<file path="config.mk">
export PLATFORM = sky130hd
export DESIGN_NAME = keypad_entry
export DESIGN_NICKNAME = d
export VERILOG_FILES = /design/src/rtl/keypad_entry.sv
export SDC_FILE = /design/constraint.sdc
export NUM_CORES = 1
export LEC_CHECK = 0
export CAP_MARGIN = 10
export CORE_MARGIN = 2
export CORE_UTILIZATION = 30
export DETAILED_ROUTE_END_ITERATION = 10
export GPL_ROUTABILITY_DRIVEN = 1
export SETUP_SLACK_MARGIN = 0.15
export SYNTH_ARGS = -nofsm -noshare
export SYNTH_HDL_FRONTEND = slang
export SYNTH_SLANG_ARGS = --single-unit
</file>
<file path="constraint.sdc">
create_clock -name clk -period 8.3 [get_ports clk]
set_input_delay 1.245 -clock clk [delete_from_list [all_inputs] [get_ports clk]]
set_output_delay 1.245 -clock clk [all_outputs]
set_load 0.005 [all_outputs]
</file>
<file path="src/rtl/keypad_entry.sv">
// 4x4 matrix keypad scanner with debounce, key decode and a signed
// decimal operand accumulator for the calculator front end.
module keypad_entry #(
    parameter int SCAN_DIV = 50000,
    parameter int DEBOUNCE = 4
) (
    input  logic        clk,
    input  logic        rst_n,
    input  logic [3:0]  row,
    output logic [3:0]  col,
    output logic [15:0] value,
    output logic [3:0]  key_code,
    output logic        key_valid,
    output logic        ovf
);

    localparam int CW = $clog2(SCAN_DIV + 1);
    localparam int DW = $clog2(DEBOUNCE + 1);

    typedef enum logic [1:0] {
        S_SCAN,
        S_DEB,
        S_PRESS
    } state_t;

    state_t        state_q, state_d;
    logic [CW-1:0] cnt_q, cnt_d;
    logic [DW-1:0] db_q, db_d;
    logic [1:0]    cidx_q, cidx_d;
    logic [1:0]    ridx_q, ridx_d;
    logic [3:0]    col_q, col_d;
    logic [3:0]    sync1_q, sync2_q;
    logic [13:0]   mag_q, mag_d;
    logic          neg_q, neg_d;
    logic          fresh_q, fresh_d;
    logic          ovf_q, ovf_d;
    logic [15:0]   value_q, value_d;
    logic [3:0]    code_q, code_d;
    logic          valid_q, valid_d;

    logic          tick;
    logic [3:0]    low;
    logic          one_low;
    logic          match;
    logic          fire;
    logic [3:0]    key;
    logic [16:0]   cand;
    logic [16:0]   limit;
    logic [15:0]   mag16;

    function automatic logic [1:0] enc(input logic [3:0] v);
        logic [1:0] r;
        r = 2'd0;
        if (v[1]) r = 2'd1;
        if (v[2]) r = 2'd2;
        if (v[3]) r = 2'd3;
        return r;
    endfunction

    function automatic logic [3:0] keymap(input logic [1:0] r,
                                          input logic [1:0] c);
        logic [3:0] k;
        case ({r, c})
            4'h0: k = 4'h1;
            4'h1: k = 4'h2;
            4'h2: k = 4'h3;
            4'h3: k = 4'hA;
            4'h4: k = 4'h4;
            4'h5: k = 4'h5;
            4'h6: k = 4'h6;
            4'h7: k = 4'hB;
            4'h8: k = 4'h7;
            4'h9: k = 4'h8;
            4'hA: k = 4'h9;
            4'hB: k = 4'hC;
            4'hC: k = 4'hE;
            4'hD: k = 4'h0;
            4'hE: k = 4'hF;
            default: k = 4'hD;
        endcase
        return k;
    endfunction

    assign tick    = (cnt_q == CW'(SCAN_DIV - 1));
    assign low     = ~sync2_q;
    assign one_low = (low != 4'd0) && ((low & (low - 4'd1)) == 4'd0);
    assign match   = (sync2_q == ~(4'b0001 << ridx_q));
    assign key     = keymap(ridx_q, cidx_q);

    // Scan / debounce / release tracking
    always_comb begin
        state_d = state_q;
        cnt_d   = tick ? '0 : cnt_q + CW'(1);
        db_d    = db_q;
        cidx_d  = cidx_q;
        ridx_d  = ridx_q;
        fire    = 1'b0;
        unique case (state_q)
            S_SCAN: begin
                if (tick) begin
                    if (one_low) begin
                        ridx_d  = enc(low);
                        db_d    = '0;
                        state_d = S_DEB;
                    end else begin
                        cidx_d = cidx_q + 2'd1;
                    end
                end
            end
            S_DEB: begin
                if (tick) begin
                    if (!match) begin
                        state_d = S_SCAN;
                        cidx_d  = cidx_q + 2'd1;
                    end else if (db_q == DW'(DEBOUNCE - 1)) begin
                        state_d = S_PRESS;
                        db_d    = '0;
                        fire    = 1'b1;
                    end else begin
                        db_d = db_q + DW'(1);
                    end
                end
            end
            default: begin
                if (tick) begin
                    if (sync2_q != 4'hF) begin
                        db_d = '0;
                    end else if (db_q == DW'(DEBOUNCE - 1)) begin
                        state_d = S_SCAN;
                        db_d    = '0;
                        cidx_d  = cidx_q + 2'd1;
                    end else begin
                        db_d = db_q + DW'(1);
                    end
                end
            end
        endcase
        col_d = ~(4'b0001 << cidx_d);
    end

    // Operand accumulator; mul-by-10 as shift-add, never wraps
    always_comb begin
        mag_d   = mag_q;
        neg_d   = neg_q;
        fresh_d = fresh_q;
        ovf_d   = ovf_q;
        code_d  = code_q;
        valid_d = fire;
        cand    = ({3'b0, mag_q} << 3) + ({3'b0, mag_q} << 1)
                + {13'b0, key};
        limit   = neg_q ? 17'd999 : 17'd9999;
        if (fire) begin
            code_d = key;
            if (key <= 4'd9) begin
                if (fresh_q) begin
                    mag_d   = {10'b0, key};
                    neg_d   = 1'b0;
                    fresh_d = 1'b0;
                end else if (cand <= limit) begin
                    mag_d = cand[13:0];
                end else begin
                    ovf_d = 1'b1;
                end
            end else if (key == 4'hD) begin
                fresh_d = 1'b0;
                if (!neg_q && mag_q > 14'd999) ovf_d = 1'b1;
                else neg_d = ~neg_q;
            end else if (key == 4'hE) begin
                mag_d   = '0;
                neg_d   = 1'b0;
                ovf_d   = 1'b0;
                fresh_d = 1'b0;
            end else begin
                fresh_d = 1'b1;
            end
        end
        mag16   = {2'b0, mag_d};
        value_d = neg_d ? (16'd0 - mag16) : mag16;
    end

    always_ff @(posedge clk) begin
        if (!rst_n) begin
            state_q <= S_SCAN;
            cnt_q   <= '0;
            db_q    <= '0;
            cidx_q  <= 2'd0;
            ridx_q  <= 2'd0;
            col_q   <= 4'b1110;
            sync1_q <= 4'hF;
            sync2_q <= 4'hF;
            mag_q   <= '0;
            neg_q   <= 1'b0;
            fresh_q <= 1'b0;
            ovf_q   <= 1'b0;
            value_q <= '0;
            code_q  <= '0;
            valid_q <= 1'b0;
        end else begin
            state_q <= state_d;
            cnt_q   <= cnt_d;
            db_q    <= db_d;
            cidx_q  <= cidx_d;
            ridx_q  <= ridx_d;
            col_q   <= col_d;
            sync1_q <= row;
            sync2_q <= sync1_q;
            mag_q   <= mag_d;
            neg_q   <= neg_d;
            fresh_q <= fresh_d;
            ovf_q   <= ovf_d;
            value_q <= value_d;
            code_q  <= code_d;
            valid_q <= valid_d;
        end
    end

    assign col       = col_q;
    assign value     = value_q;
    assign key_code  = code_q;
    assign key_valid = valid_q;
    assign ovf       = ovf_q;

endmodule

</file>
# After elaboration in Yosys (flattened, before gate mapping)
# Memory sizes are Yosys's and may differ from the RTL's.
# Index checks and enable logic that the tools add are counted.
# W data, S select, Z words.
# totals
register_bits	74
mem_bits_ro	64
inputBits	6
out_inout_bits	26
wordCells	118
n_memories	1
# op_classes
add_sub_neg	7
n_lt_le_gt_ge	3
eq_ne	14
shift	2
n_mux	55
bitwise_logic	6
n_reduce_logical	14
# memory_table
name	depth	word_bits	read_ports	rd_ports_with_merged_regs	wr	line	rtl
(no name shown)	16	4	1	0	0	63	case ({r, c})
# ops
op	count
$mux W14	8
$mux W2	17
$mux W3	7
$mux W1	20
$add A17 B15 Y17	1
$add A17 B4 Y17	1
$le A17 B14 Y1	1
$add A16 B1 Y16 const B	1
$eq A16 B16 Y1 const B	1
$sub A1 B14 Y15 const A	1
$gt A14 B10 Y1 const B	1
$not A4 Y4	3
$reduce_and A5 Y1	2
$eq A4 B4 Y1 const B	2
$ne A2 B2 Y1 const B	4
$pmux W2 S2	2
$shl A1 B2 Y4 const A	2
$pmux W3 S2	1
$reduce_and A3 Y1	2
$reduce_bool A3 Y1	2
$and A4 B4 Y4	1
$eq A4 B4 Y1	1
$le A4 B4 Y1 const B	1
$logic_not A4 Y1	1
other kinds (16)	18

# Longest topological paths before layout
# Gate-level depths: netlist of run 1.
# logic_depth
word_depth	10
depth_mapped	27
ltp_nobuf	26

# Worst setup path after synthesis of run 1
# No wires, ideal clock.
# synth_timing
kind	reg2reg
from	register cidx_q[0]
to	register value_q[8], in the netlist value[8]
setup_time_ns	0.121
arrival_time_ns	5.944
required_ns	8.179
setup_slack_ns	2.235
path_stages_with_launch	25
n_path_buf	0
synth_period_minus_slack_ns	6.065
cell_sequence	dfxtp_1 > inv_1 > ha_1 > nand2b_1 > a31oi_1 > inv_1 > ha_1 > ha_1 > fa_1 > a21o_1 > a221oi_2 > o21ai_0 > xor2_1 > ha_1 > nand3_1 > mux2i_1 > o2111ai_1 > o2bb2ai_1 > a211oi_1 > a2111oi_0 > a311oi_2 > ha_1 > nand2_1 > o31ai_1 > mux2_2
# synth_between
elab_chain_cells	9
word_cells_on_any_way	18
classes_between	add/sub: 2; order compare: 2; eq/ne: 2; mux: 11; memory: 1
# synth_rtl
element	line	rtl
start: declaration	29	logic [1:0] cidx_q, cidx_d;
start signal: assignment	202	cidx_q <= cidx_d;
$mem_v2 Z16 W4 (*)	--	
via key[2]	46	logic [3:0] key;
$add A17 B4 Y17	150	+ {13'b0, key};
$le A17 B14 Y1	159	end else if (cand <= limit) begin
$mux W14	159	
$mux W14	155	if (fresh_q) begin
$mux W14	154	if (key <= 4'd9) begin
$mux W14	152	if (fire) begin
$sub A1 B14 Y15	178	value_d = neg_d ? (16'd0 - mag16) : mag16;
$mux W14 (*)	178	
end signal: assignment	211	value_q <= value_d;
end: declaration	37	logic [15:0] value_q, value_d;
# The timed path passes the listed nets; every way through them passes the cells marked *.
# A chain may end at the register's enable or synchronous reset.

# Worst setup path in the final report of run 1
# layout_timing
from	register cidx_q[0]
to	register value_q[8], in the netlist value[8]
# layout_between
elab_chain_cells	9
word_cells_on_any_way	18
classes_between	add/sub: 2; order compare: 2; eq/ne: 2; mux: 11; memory: 1
# layout_rtl
element	line
$mem_v2 Z16 W4 (*)	--
$add A17 B4 Y17	150
$le A17 B14 Y1	159
$mux W14	159
$mux W14	155
$mux W14	154
$mux W14	152
$sub A1 B14 Y15	178
$mux W14 (*)	178
# Mark *: on every way between the ends. The rest lies on a longest branch, timed or not.

==> results.sh, run 1 <==
export IMPL_setup_violations_final=0
export IMPL_crit_path_max_incr_delay_ns=0.77
export IMPL_cts_setup_buffers=0
export IMPL_h_tree_depth=3
export IMPL_n_antenna_cell=0
export IMPL_viasPerCell=5.41
export IMPL_p_sw_uw=161
export IMPL_grt_start_max_net_pins=28
export IMPL_fmax_mhz=143
export IMPL_reg2reg_depth=25
export IMPL_synth_compound_area_share_pct=20.4
export IMPL_cp_data_arrival_time_ns=7.20
export IMPL_p_sw_share_pct=21.1
export IMPL_drive_gt1_share_pct=6.96
export IMPL_drv_slew=0
export IMPL_cts_inserted_buffers=9
export IMPL_rrSetupSlack_ns=1.31
export IMPL_powerDensity_mw_per_mm2=134
export IMPL_port_buffer_count=31
export IMPL_p_clk_share_pct=51.1
export IMPL_synthTopCellsByArea="dfxtp_1 (30%), ha_1 (11%), nor2_1 (5.6%)"
export IMPL_cts_resized=0
export IMPL_yosys_area_share_xor_xnor_pct=5.21
export IMPL_cp_required_ns=8.51
export IMPL_grt_pass1_wl_microns=21400
export IMPL_tritoncts="done"
export IMPL_async_flop_share_pct=0
export IMPL_netlist_area_sq_mm=0.00488
export IMPL_tns_ns=0
export IMPL_synth_main_ff_cell="dfxtp_1"
export IMPL_ant_nets=0
export IMPL_ys_warn_count=0
export IMPL_drt_wl_total_microns=13000
export IMPL_min_from="sync1_q[2]"
export IMPL_place_congestion=0.914
export IMPL_hold_viol=0
export IMPL_synth_cells=592
export IMPL_drt_iter0_drc=381
export IMPL_setup_worst_path_start_class="flip-flop"
export IMPL_seq_power_share_pct=46.7
export IMPL_path_buf_inv=2
export IMPL_criticalPathCategory="flip-flop to flip-flop"
export IMPL_holdCritPathClass="flip-flop to flip-flop"
export IMPL_pin_count=32
export IMPL_min_period_over_period_pct=84.2
export IMPL_clk_transition_reported_paths_ns=0.06
export IMPL_core_rowCount=46
export IMPL_overflow=0
export IMPL_die_area_sq_mm=0.0173
export IMPL_synth_top_area_share_pct=29.9
export IMPL_die_w_microns=132
export IMPL_combPwrFrac_pct=2.3
export IMPL_holdPathStages=1
export IMPL_synth_top_family_by_area="simple AND/OR/NAND/NOR gates"
export IMPL_r2r_end="value[8]"
export IMPL_cp_max_fo=12
export IMPL_n_fill_cell=1650
export IMPL_track_usage_pct=14.8
export IMPL_cap_violations=0
export IMPL_die_h_microns=132
export IMPL_clk_latency_ns=0.33
export IMPL_layout_nets=662
export IMPL_fin_total_pwr_uw=763
export IMPL_start_util_pct=30.7
export IMPL_leakage_uw=0.00232
export IMPL_tightest_slew_ns=0.953
export IMPL_vdd_ir_drop_max_v=0.0000808
export IMPL_synth_mux_area_share_pct=2.59
export IMPL_grt_setup_unrepaired="no"
export IMPL_clock_path_buffers=2
export IMPL_synth_nets=641
export IMPL_synth_fa_ha_area_share_pct=11.3
export IMPL_numClockSinks=73
export IMPL_outcome="completed"
export IMPL_p_int_uw=602
export IMPL_syn_area_per_cell_sq_um=8.24
export IMPL_max_slew_margin_rel_pct=36.3
export IMPL_post_route_min_period_ns=6.99
export IMPL_vias=4514
export IMPL_fin_util_pct=35.7
export IMPL_synth_seq_cells=73
export IMPL_grt_pass1_vias=4267
export IMPL_crit_path_top_delay_cell="a31oi_1"
export IMPL_crit_top_cell="ha_1"
export IMPL_yosysUniqueCellTypes=79
export IMPL_r2r_start="cidx_q[0]"
export IMPL_end_kind="flip-flop"
export IMPL_ctsHoldBuffers=0
export IMPL_synth_edf_count=0
export IMPL_area_growth_pct=16.3
export IMPL_wire_per_inst_microns=15.5
export IMPL_holdPathEnd="sync2_q[2]"
export IMPL_core_area_sq_mm=0.0159
export IMPL_drtPass1Iterations=5
export IMPL_synthSimpleGateAreaFrac_pct=27.0
export IMPL_drc=0
export IMPL_yosys_top_cells_count="dfxtp_1 (73), nor2_1 (73), nand2_1 (50)"
export IMPL_place_hpwl_microns=9750
export IMPL_synth_largest_area_cell="dfxtp_1"
export IMPL_cts_root_buf="clkbuf_16"
export IMPL_critPathTopFamily="compound AO/OA/AOI/OAI gates"
export IMPL_antenna_found_initial=0
export IMPL_ys_seq_area_share_pct=29.9
export IMPL_finalClockSkew_ns=0.00763
==> cell usage in the layout (no fill, tap or decap), drive strengths merged, types with 14 or more instances in the layout <==
master	instances
nand2b	17
and3	14
xnor2	15
a21oi	37
nor2	73
inv	18
ha	41
dfxtp	73
o21ai	27
clkdlybuf4s50	31
nand3	25
xor2	14
nand2	50
==> sequential cells by signal, summed over array words and instances (netlist names) <==
signal / count
cidx_q: 2
cnt_q: 16
col: 4
db_q: 3
fresh_q: 1
key_code: 4
key_valid: 1
mag_q: 14
neg_q: 1
ovf: 1
ridx_q: 2
state_q: 2
sync1_q: 4
sync2_q: 4
value: 14
==> cell type report <==
class,instances,area [sq um],share of cell area [%]
Clock buffer,10,239,4.21
Multi-Input combinational cell,479,3250,57.2
Clock inverter,6,65.1,1.15
Sequential cell,73,1460,25.7
Timing Repair Buffer,34,333,5.86
Tap cell,216,270,4.76
Inverter,16,60.1,1.06
==> stage by stage <==
stage | setup WS, ns | hold WS [ns] | cells | area, sq um
2_1_floorplan | 2.23 | 0.386 | 592 | 4880
3_3_place_gp | 1.72 | 0.398 | 818 | 5370
3_5_place_dp | 1.37 | 0.394 | 818 | 5370
4_1_cts | 1.31 | 0.409 | 834 | 5680
5_1_grt | 0.711 | 0.446 | 834 | 5680
6_report | 1.31 | 0.405 | 834 | 5680
==> power by group through the flow <==
stage	clock [uW]	sequential [uW]	combinational, uW
final	389	356	17.4
after detailed placement	0	363	17.3
after global placement	0	363	16.8
after global routing	418	356	19.5
after CTS	400	356	17.6
after floorplan	0	363	11.5
==> routing by layer <==
layer	global-route usage (%)	routed length, microns
met5	0	0
met1	20.3	6110
met3	2.74	817
met4	3.32	156
met2	24.3	5880
==> cell families after synthesis <==
family,after synthesis
xor gates and xnor gates,29
AOI/OAI and AO/OA,140
buffers and inverters,40
muxes,11
DFF,73
and+or+nand+nor,256
adders and majority gates,43
==> how the worst max path moves through the flow <==
stage                          end  slack [ns]      start  cells after the start
after global placement    value[8]        1.72  cidx_q[0]                     25
after CTS                 value[8]        1.31  cidx_q[0]                     25
final                     value[8]        1.31  cidx_q[0]                     25
after floorplan           value[8]        2.23  cidx_q[0]                     24
after detailed placement  value[8]        1.37  cidx_q[0]                     25
after global routing      value[8]        0.71  cidx_q[0]                     25
No activity file was read; power rests on OpenSTA's default activity.
==> run 2, diff against run 1 <==
==> constraint.sdc (replaced) <==
create_clock -name clk -period 5.8 [get_ports clk]
set_input_delay 0.87 -clock clk [delete_from_list [all_inputs] [get_ports clk]]
set_output_delay 0.87 -clock clk [all_outputs]
set_load 0.005 [all_outputs]
==> results.sh, run 2 (synthesis gave the netlist of run 1 again) <==
export IMPL_grt_start_max_net_pins=28
export IMPL_r2r_start="cidx_q[0]"
export IMPL_top_register="cnt_q"
export IMPL_layout_nets=711
export IMPL_place_ws_ns=-0.113
export IMPL_setup_violations_final=0
export IMPL_drt_iter0_drc=302
export IMPL_cap_violations=0
export IMPL_viasPerCell=5.38
export IMPL_tritoncts="done"
export IMPL_place_congestion=0.924
export IMPL_fin_util_pct=41.4
export IMPL_max_slew_margin_rel_pct=37.6
export IMPL_die_h_microns=132
export IMPL_dp_cells=843
export IMPL_post_route_min_period_ns=5.74
export IMPL_ff_latch_area_sq_mm=0.00147
export IMPL_core_rowCount=46
export IMPL_ant_nets=0
export IMPL_numClockSinks=73
export IMPL_clk_latency_ns=0.34
export IMPL_n_antenna_cell=0
export IMPL_p_int_uw=949
export IMPL_holdCritPathClass="flip-flop to flip-flop"
export IMPL_drtPass1Iterations=5
export IMPL_min_period_over_period_pct=99.0
export IMPL_clock_path_buffers=2
export IMPL_grt_pass1_vias=4480
export IMPL_drt_wl_total_microns=14500
export IMPL_cp_required_ns=6.06
export IMPL_vias=4754
export IMPL_cp_max_fo=5
export IMPL_core_area_sq_mm=0.0159
export IMPL_die_area_sq_mm=0.0173
export IMPL_antenna_found_initial=0
export IMPL_criticalPathCategory="flip-flop to flip-flop"
export IMPL_seq_power_share_pct=42.6
export IMPL_port_buffer_count=31
export IMPL_pin_count=32
export IMPL_cts_inserted_buffers=9
export IMPL_cts_root_buf="clkbuf_16"
export IMPL_finalClockSkew_ns=0.00714
export IMPL_cp_data_arrival_time_ns=6.00
export IMPL_wire_per_inst_microns=16.5
export IMPL_powerDensity_mw_per_mm2=181
export IMPL_largest_reg_flops=16
export IMPL_grt_setup_unrepaired="yes"
export IMPL_p_sw_share_pct=20.4
export IMPL_tightest_slew_ns=0.933
export IMPL_die_w_microns=132
export IMPL_end_kind="flip-flop"
export IMPL_tns_ns=0
export IMPL_layout_cells_non_filler=883
export IMPL_final_common_cell="nor2_1"
export IMPL_most_common_layout_cells="nor2_1 (71), dfxtp_1 (69), buf_4 (49)"
export IMPL_track_usage_pct=15.8
export IMPL_overflow=0
export IMPL_worstSetupStartpoint="cidx_q[0]"
export IMPL_hold_viol=0
export IMPL_leakage_uw=0.00266
export IMPL_grt_pass1_wl_microns=22300
export IMPL_rrSetupSlack_ns=0.06
export IMPL_outcome="completed"
export IMPL_vdd_ir_drop_max_v=0.000136
export IMPL_fmax_mhz=174
export IMPL_p_clk_share_pct=55.3
export IMPL_start_util_pct=30.7
export IMPL_setup_slack_ns=0.0563
export IMPL_combPwrFrac_pct=2.1
export IMPL_ctsHoldBuffers=0
export IMPL_h_tree_depth=3
export IMPL_p_sw_uw=243
export IMPL_drv_slew=0
export IMPL_drc=0
export IMPL_multiInputGateArea_sq_mm=0.00370
export IMPL_clk_transition_reported_paths_ns=0.06
export IMPL_place_hpwl_microns=10600
export IMPL_n_fill_cell=1595
export IMPL_setup_worst_path_start_class="flip-flop"
export IMPL_area_growth_pct=34.8
export IMPL_drive_gt1_share_pct=22.2
export IMPL_min_from="sync1_q[1]"
==> run 2: cell count changes in the layout (fill, tap and decap cells not counted), sizes merged <==
cell and change:
buf +49, bufinv +2, clkinv -1, clkinvlp -1
==> run 2: layer usage <==
metal	wire, microns	part of all wire, %	GRT usage (%)
met5	0	0	0
met4	299	2.1	5.25
met3	678	4.7	3.20
met2	6660	46	25.0
met1	6910	48	21.5
==> run 2: timing repair <==
action / CTS / global route
buffers inserted: 5 / 19
resized for setup: 9 / 73
gates cloned: 0 / 0
pin swaps: 8 / 35
setup endpoints to repair: 9 / 15
==> run 2: final timing paths <==
kind	end	cells past startpoint
setup / recovery	value[12]	23
hold reg to reg	sync2_q[1]	1
setup reg to reg	value[12]	23
hold / removal	sync2_q[1]	1
==> run 2: stage by stage <==
stage,instance area [sq um],hold slack [ns],power (uW)
global route,6580,0.429,1230
floorplan,4940,0.386,536
global placement,5610,0.394,544
detailed placement,5610,0.398,545
CTS,6040,0.412,1200
finish,6580,0.408,1190
==> run 2: power groups by stage <==
stage,Combinational (uW),Sequential (uW),Clock [uW]
4_1_cts,24.8,508,670
2_1_floorplan,16.5,519,0
3_3_place_gp,24.4,520,0
3_5_place_dp,24.7,520,0
5_1_grt,27.4,508,697
6_report,24.7,508,659
==> run 2: area by class of cell <==
type | count | area share [%]
tap | 216 | 4.11
inverter | 16 | 1.03
sequential | 73 | 22.4
timing repair buffer | 83 | 10.8
clock buffer | 10 | 3.63
multi-input combinational | 479 | 56.3
clock inverter | 6 | 1.71
==> run 2: worst max-delay path: stages (launching register included) <==
cell and delay [ns]:
dfxtp_4 0.37, ha_2 0.18, nor2b_2 0.16, a31oi_4 0.20, fa_1 0.46, inv_2 0.12, ha_4 0.22, a21oi_4 0.15
or2_4 0.15, a211oi_4 0.07, o41ai_4 0.41, xnor2_1 0.12, ha_1 0.35, nand3_1 0.10, mux2i_1 0.22, o2111ai_1 0.19
o2bb2ai_2 0.20, a211o_4 0.32, buf_4 0.15, nor3_4 0.23, o22ai_4 0.12, or4_4 0.55, or4_1 0.41, o211ai_1 0.20
==> run 3, diff against run 2 <==
--- a/config.mk
+++ b/config.mk
@@ -8,6 +8,7 @@
 export CAP_MARGIN = 10
 export CORE_MARGIN = 2
 export CORE_UTILIZATION = 30
+export CTS_CLUSTER_SIZE = 30
 export DETAILED_ROUTE_END_ITERATION = 10
 export GPL_ROUTABILITY_DRIVEN = 1
 export SETUP_SLACK_MARGIN = 0.15
==> results of run 3 <==
No change in the layout: final DEF, timing and power equal those of run 2.
